### src/rtl/game_controller.sv
// game_controller
// Round sequencer sitting directly upstream of the seven-segment display stage.
// A round runs as follows:
//   1. Latch a BCD target from the random source.
//   2. Show the target for SHOW_TICKS tick pulses.
//   3. Collect four BCD digits from the switches, committed with the enter button.
//   4. Present the compare result and keep a saturating win streak.
//
// Ports:
//   clk          system clock, rising edge
//   rst          asynchronous active-high reset
//   tick         one-clk timing pulse from the clock divider
//   btnStart     one-clk debounced start pulse
//   btnEnter     one-clk debounced digit-commit pulse
//   sw[3:0]      BCD digit on the switches
//   randIn[15:0] free-running random BCD value
//   randInt[15:0]    latched target, to the display
//   displayPhase     high while the target is shown
//   userInput[15:0]  digits entered so far, newest digit in [3:0]
//   inputReady       high in RESULT
//   correct          registered compare result, valid while inputReady is high
//   streak[3:0]      consecutive correct rounds, saturating at 15
//
// Optional build macro ENTRY_TIMEOUT_EN:
//   Adds the parameter ENTRY_TICKS and an idle timeout during digit entry.
//   When the timeout expires, the round ends as a loss and the partial entry
//   is kept on userInput.
//
// State table:
//   IDLE   | waiting for the first start pulse after reset
//   SHOW   | target on display, counting tick pulses
//   ENTRY  | collecting user digits
//   RESULT | result valid, waiting for start of the next round

module game_controller #(
    parameter int SHOW_TICKS = 4,
    parameter int NUM_DIGITS = 4
`ifdef ENTRY_TIMEOUT_EN
    ,
    parameter int ENTRY_TICKS = 10
`endif
) (
    input  logic        clk,
    input  logic        rst,
    input  logic        tick,
    input  logic        btnStart,
    input  logic        btnEnter,
    input  logic [3:0]  sw,
    input  logic [15:0] randIn,
    output logic [15:0] randInt,
    output logic        displayPhase,
    output logic [15:0] userInput,
    output logic        inputReady,
    output logic        correct,
    output logic [3:0]  streak
);

    typedef enum logic [1:0] {
        IDLE   = 2'd0,
        SHOW   = 2'd1,
        ENTRY  = 2'd2,
        RESULT = 2'd3
    } state_t;

    localparam logic [3:0] SHOW_LAST  = 4'(SHOW_TICKS - 1);
    localparam logic [2:0] LAST_DIGIT = 3'(NUM_DIGITS - 1);

    state_t      state;
    logic [3:0]  tickCnt;
    logic [2:0]  digitCnt;
    logic        digitOk;
    logic [15:0] nextEntry;
    logic        nextMatch;

`ifdef ENTRY_TIMEOUT_EN
    localparam logic [7:0] ENTRY_LAST = 8'(ENTRY_TICKS - 1);
    logic [7:0]  entryCnt;
`endif

    // Non-BCD switch values are rejected outright.
    assign digitOk   = btnEnter && (sw <= 4'd9);
    assign nextEntry = {userInput[11:0], sw};
    assign nextMatch = (nextEntry == randInt);

    always_ff @(posedge clk or posedge rst) begin
        if (rst) begin
            state        <= IDLE;
            randInt      <= '0;
            userInput    <= '0;
            displayPhase <= 1'b0;
            inputReady   <= 1'b0;
            correct      <= 1'b0;
            streak       <= '0;
            tickCnt      <= '0;
            digitCnt     <= '0;
`ifdef ENTRY_TIMEOUT_EN
            entryCnt     <= '0;
`endif
        end else begin
            case (state)
                IDLE, RESULT: begin
                    if (btnStart) begin
                        state        <= SHOW;
                        randInt      <= randIn;
                        userInput    <= '0;
                        tickCnt      <= '0;
                        displayPhase <= 1'b1;
                        inputReady   <= 1'b0;
                        correct      <= 1'b0;
                    end
                end

                SHOW: begin
                    if (tick) begin
                        if (tickCnt == SHOW_LAST) begin
                            state        <= ENTRY;
                            displayPhase <= 1'b0;
                            digitCnt     <= '0;
`ifdef ENTRY_TIMEOUT_EN
                            entryCnt     <= '0;
`endif
                        end
                        tickCnt <= tickCnt + 4'd1;
                    end
                end

                ENTRY: begin
                    if (digitOk) begin
                        userInput <= nextEntry;
                        digitCnt  <= digitCnt + 3'd1;
`ifdef ENTRY_TIMEOUT_EN
                        entryCnt  <= '0;
`endif
                        // Last digit: result and streak settle on the same edge.
                        if (digitCnt == LAST_DIGIT) begin
                            state      <= RESULT;
                            inputReady <= 1'b1;
                            correct    <= nextMatch;
                            if (!nextMatch)
                                streak <= '0;
                            else if (streak != 4'd15)
                                streak <= streak + 4'd1;
                        end
                    end
`ifdef ENTRY_TIMEOUT_EN
                    // A digit on the same edge takes priority over the timeout.
                    else if (tick) begin
                        if (entryCnt == ENTRY_LAST) begin
                            state      <= RESULT;
                            inputReady <= 1'b1;
                            correct    <= 1'b0;
                            streak     <= '0;
                        end
                        entryCnt <= entryCnt + 8'd1;
                    end
`endif
                end

                default: state <= IDLE;
            endcase
        end
    end

endmodule

### config.mk
export PLATFORM = sky130hd
export DESIGN_NAME = game_controller
export DESIGN_NICKNAME = d
export VERILOG_FILES = /design/src/rtl/game_controller.sv
export SDC_FILE = /design/constraint.sdc
export NUM_CORES = 1
export LEC_CHECK = 0
export ABC_AREA = 1
export CAP_MARGIN = 20
export CORE_ASPECT_RATIO = 0.9
export CORE_MARGIN = 1.5
export CORE_UTILIZATION = 57
export DETAILED_ROUTE_END_ITERATION = 12
export DONT_BUFFER_PORTS = 1
export HOLD_SLACK_MARGIN = 0.12
export PLACE_DENSITY = 0.72
export SYNTH_ARGS = -nofsm -noshare
export SYNTH_HDL_FRONTEND = slang
export SYNTH_SLANG_ARGS = --single-unit
### constraint.sdc
create_clock -name clk -period 2.1 [get_ports clk]
set_input_delay 0.315 -clock clk [delete_from_list [all_inputs] [get_ports clk]]
set_output_delay 0.315 -clock clk [all_outputs]
set_load 0.02 [all_outputs]
---- Yosys cells after proc, flatten, opt, wreduce, memory -nomap -nowiden ----
Index checks and enable logic that the tools add are counted.
cells by class
  reductions and logical operators ........ 14
  magnitude comparators ................... 1
  equality and inequality tests ........... 13
  add/sub/neg operators ................... 3
  multiplexer cells ....................... 29
operators with widths
  cell                                                              number
  16-bit two-way mux                                                2
  16-bit one-hot mux with 2 select lines                            1
  16-bit == test                                                    1
  4-bit two-way mux                                                 4
  4-bit AND reduction                                               4
  2-bit two-way mux                                                 5
  2-bit inequality test (second input constant)                     5
  3-bit two-way mux                                                 3
  4-bit by 1-bit adder with 4-bit output (second input constant)    2
  1-bit two-way mux                                                 8
  4-bit one-hot mux with 2 select lines                             1
  1-bit one-hot mux with 2 select lines                             3
  2-bit one-hot mux with 3 select lines                             1
  3-bit one-hot mux with 2 select lines                             1
  3-bit AND reduction                                               2
  2-bit nonzero test                                                3
  5-bit AND reduction                                               1
  2-bit == test (second input constant)                             2
  4-bit by 2-bit == test with 1-bit output (second input constant)  1
  4-bit less-or-equal comparator (second input constant)            1
  4-bit inequality test (second input constant)                     1
  3-bit by 1-bit adder with 3-bit output (second input constant)    1
  3-bit by 2-bit == test with 1-bit output (second input constant)  1
  2-bit by 1-bit == test with 1-bit output (second input constant)  1
  other kinds (5)                                                   5
word-level totals
  input port bits ......................... 25
  flip-flop bits (word level) ............. 48
  word-level logic and storage cells ...... 69
  output and inout bits ................... 39

---- Depth between registers and ports, before layout ----
  word-level depth ........................ 4
  depth in mapped cells ................... 11
  mapped depth without buffers ............ 11

---- Worst setup path after synthesis ----
No wires, ideal clock.
  path type ............................... register to register
  start ................................... register state[0]
  end ..................................... register userInput[0]
  library setup time ...................... 0.126 ns
  arrival ................................. 1.449 ns
  cell stages (with the launch flop) ...... 10
  path buffers ............................ 1
  setup slack ............................. 0.525 ns
  clock period less this slack ............ 1.575 ns
  required time ........................... 1.974 ns
  cells stage by stage .................... dfrtp_1 > inv_1 > ha_1 > inv_1 > nor2_1 > inv_2 > nand2_2 > a21oi_4 > buf_6 > o22ai_1
on the way
  word-level cells in the longest chain between the ends .. 4
  elaborated cells on any way between the ends .. 9
  classes of those cells .................. 4 x eq/ne; 1 x mux; 4 x reduce/logical
RTL lines
  element                                                                       RTL line  text
  start, declared                                                               68        state_t state;
  start signal, assigned                                                        87        state <= IDLE;
  start signal, assigned                                                        103       state <= SHOW;
  start signal, assigned                                                        116       state <= ENTRY;
  2-bit == test or 2-bit logical NOT (tied branches)                            100       case (state)
  2-bit OR reduction                                                            100
  2-bit inequality test (no source line) or 2-bit nonzero test (tied branches)  n/a
  3-bit AND reduction (no source line)                                          n/a
  end signal, assigned                                                          129       userInput <= nextEntry;
  end, declared                                                                 52        output logic [15:0] userInput,
Several ways; a longest one is shown, not always the timed one.
A chain may end at the register's enable or synchronous reset.

---- Worst setup path in the final report ----
  start ................................... register state[0]
  end ..................................... register userInput[2]
The elaborated chain is that of the path after synthesis.

==> impl_metrics.py <==
metrics = {
    "run_status": {
        "status": "completed",
    },
    "die": {
        "start_util": 0.601,
        "die_x_um": 72.3,
        "fp.dieH_um": 65.4,
        "num_rows": 22,
        "die-area_sq_um": 4730,
        "core_sq_um": 4100,
        "io_pins": 64,
    },
    "critical_path": {
        "cp_cell_sequence": "inv_1, ha_1, inv_1, nor2_1, inv_2, nand2_2, a21oi_4, buf_4, o22ai_1",
        "required_ns": 2.28,
        "end_kind": "flop",
        "cp_num_buf_inv": 4,
        "r2r_cells": 9,
        "worstSetupPathType": "reg -> reg",
        "cpPeakStageDelay_ns": 0.38,
        "reg2reg_from": "state[0]",
        "crit_family": "buffers and inverters",
        "start_kind": "flop",
        "crit_top_cell": "inv_1",
        "rr_endpoint": "userInput[2]",
        "arrival_ns": 2.00,
        "crit_slowest_cell": "dfrtp_1",
        "r2r_setup_slack_ns": 0.28,
        "path_max_fanout": 10,
    },
    "synth": {
        "synth_top_area_cell": "dfrtp_1",
        "synth_cells": 316,
        "syn-num-nets": 347,
        "yosysUniqueCellTypes": 27,
        "syn_avg_cell_area_sq_um": 7.80,
        "synth_top_family_by_area": "simple AND/OR/NAND/NOR gates",
        "synth_edf_count": 0,
        "synth_common_cells": "nand2_1, inv_1, dfrtp_1",
        "synth-xor-area-share": 0.0142,
        "synth.area.mux_share": 0.00406,
        "synthArstFlopShare": 1.00,
        "synth_seq_cells": 48,
        "synthAdderAreaFrac": 0.0304,
        "yosysMostFrequentCell": "nand2_1",
        "synth_simple_gate_area_frac": 0.236,
        "synth.yosys.warnings": 0,
        "netlist_top_cells_area": "dfrtp_1, nand2_1, inv_1",
        "yosysTopAreaCellShare": 0.487,
        "synthFlopType": "dfrtp_1",
        "synth_compound_area_frac": 0.121,
        "seq_area_frac_synth": 0.487,
        "syn_area_sq_um": 2470,
    },
    "sta": {
        "fmax_mhz": 549,
        "drv_slew": 0,
        "fin_crit_sh": 0.867,
        "clock_skew_ns": 0.00693,
        "tightest_slew_ns": 0.589,
        "period_minus_slack_ns": 1.82,
        "fin_hold_ws_ns": 0.127,
        "final_hold_viol_count": 0,
        "rsz0062_at_grt": "false",
        "fin_setup_tns_ns": 0,
        "slew_headroom": 0.608,
        "setup_viol": 0,
    },
    "cts": {
        "cts_max_level": 2,
        "cts_tree": "done",
        "clk_latency_ns": 0.30,
        "clock_sinks": 48,
        "ctsResizeCount": 0,
        "clockBufferDepth": 2,
        "cts_buffers": 5,
        "cts-root-buf": "clkbuf_8",
        "clkTransAtPathRegs_ns": 0.08,
    },
    "finish": {
        "area_delta_synth_final_pct": 8.07,
        "drive_above_1_share": 0.0867,
        "design_area_sq_um": 2670,
        "fin_cells": 371,
        "fill_cells": 366,
        "antenna_cells": 0,
        "multi_input_area_sq_um": 1000,
        "finalNetCount": 354,
        "regArea_sq_um": 1200,
    },
    "detailed_routing": {
        "vias": 1971,
        "vias_per_cell": 5.31,
        "routed_wl_um": 4990,
        "firstDrtPassIters": 4,
        "detail_route.wl_per_cell_um": 13.4,
        "ant_nets": 0,
        "drcViolationCount": 0,
        "dr.first_iter.drc_count": 109,
    },
    "place": {
        "place_inst": 363,
        "place_hpwl_um": 3670,
        "io_buffers": 0,
        "place.gp.congestion": 0.793,
        "placed_area_sq_um": 2530,
    },
    "global_route": {
        "grt_antenna_before_repair": 0,
        "gr-total-overflow": 0,
        "grt_usage": 0.237,
        "grt_pass1_vias": 1910,
        "grt_pass1_wl_um": 8550,
        "grt_max_degree": 49,
    },
    "pwr": {
        "p_leak_nw": 1.40,
        "vdd_drop_max_v": 0.000833,
        "power.density_nw_per_um2": 1590,
        "p_total_mw": 4.23,
    },
    "worst_hold_path": {
        "hp-class": "in -> reg",
        "holdPathStages": 2,
        "holdPathEnd": "randInt[7]",
        "holdCritStartpoint": "randIn[7]",
    },
    "flow_run": {
        "drv_cap": 0,
    },
}
power breakdown:
group / switching, mW / total [mW] / internal (mW)
sequential: 0.562 / 1.79 / 1.22
combinational: 1.10 / 1.68 / 0.582
clock: 0.296 / 0.764 / 0.468
metal layers:
metal / part of all wire / vias up / global-route usage
met2: 0.45 / 63 / 0.360
met4: 0.016 / 0 / 0.0802
li1: - / 1001 / -
met1: 0.46 / 898 / 0.321
met5: 0 / - / 0
met3: 0.073 / 9 / 0.0752
worst max-delay path by stage:
stage              from  slack, ns  cells after the start           end
2_1_floorplan  state[0]       0.53                      9  userInput[0]
3_3_place_gp   state[0]       0.35                      9  userInput[7]
3_5_place_dp   state[0]       0.28                      9  userInput[3]
4_1_cts        state[0]       0.29                      9  userInput[3]
5_1_grt        state[0]       0.11                      9  userInput[4]
6_report       state[0]       0.28                      9  userInput[2]
per-stage QoR:
stage | setup WS [ns] | util
3_3_place_gp | 0.350 | 0.616
4_1_cts | 0.287 | 0.650
3_5_place_dp | 0.282 | 0.616
6_report | 0.280 | 0.650
5_1_grt | 0.110 | 0.650
2_1_floorplan | 0.525 | -
layout by cell type (no fill, tap or decap):
cell and instances:
o22ai_1 18, buf_4 4, o21ai_2 3, nand2_1 106
nand2_2 3, nand3_2 1, nor3b_2 1, nand3_1 7
a21oi_4 1, ha_1 6, nand4_1 6, nor2_1 16
o21ai_0 20, nor2_2 1, dfrtp_1 48, dlygate4sd3_1 1
mux2i_1 1, nor3_1 1, bufinv_16 2, o21ai_1 2
inv_2 6, o211ai_1 1, clkbuf_8 5, xor2_1 3
xnor2_1 1, o21ai_4 1, inv_1 56, a21oi_1 2
what timing repair did:
item                      4_1_cts  5_1_grt
hold endpoints to repair       48        0
hold buffers                    1        0
buffers inserted                0        0
worst reg2reg max path, delay by kind of cell, from the launching register on:
family                   cells  cell delay [ns]
buffers and inverters        4             0.50
AND/OR/NAND/NOR              2             0.14
flip-flops                   1             0.38
AO/OA/AOI/OAI                2             0.34
adder cells (fa/ha/maj)      1             0.34
cell families (layout without fill, tap and decap cells):
logic type | count (synthesis) | in the layout
AND/OR/NAND/NOR | 142 | 142
buffers and inverters | 67 | 74
AO/OA/AOI/OAI | 48 | 48
flip-flops | 48 | 48
adder cells (fa/ha/maj) | 6 | 6
XOR/XNOR | 4 | 4
multiplexers | 1 | 1
final cells by class:
type	instances	share of cell area
flip-flops and latches	48	0.451
multi-input cells	201	0.376
inverters	62	0.0873
clock buffers	5	0.0258
clock inverters	2	0.0225
well taps	48	0.0225
repair buffers	5	0.0150
sequential cells by signal (all words and copies together), names as in the netlist:
name          flops
digitCnt          3
randInt          16
correct           1
state             2
displayPhase      1
streak            4
tickCnt           4
inputReady        1
userInput        16
No activity file was read; power rests on OpenSTA's default activity.
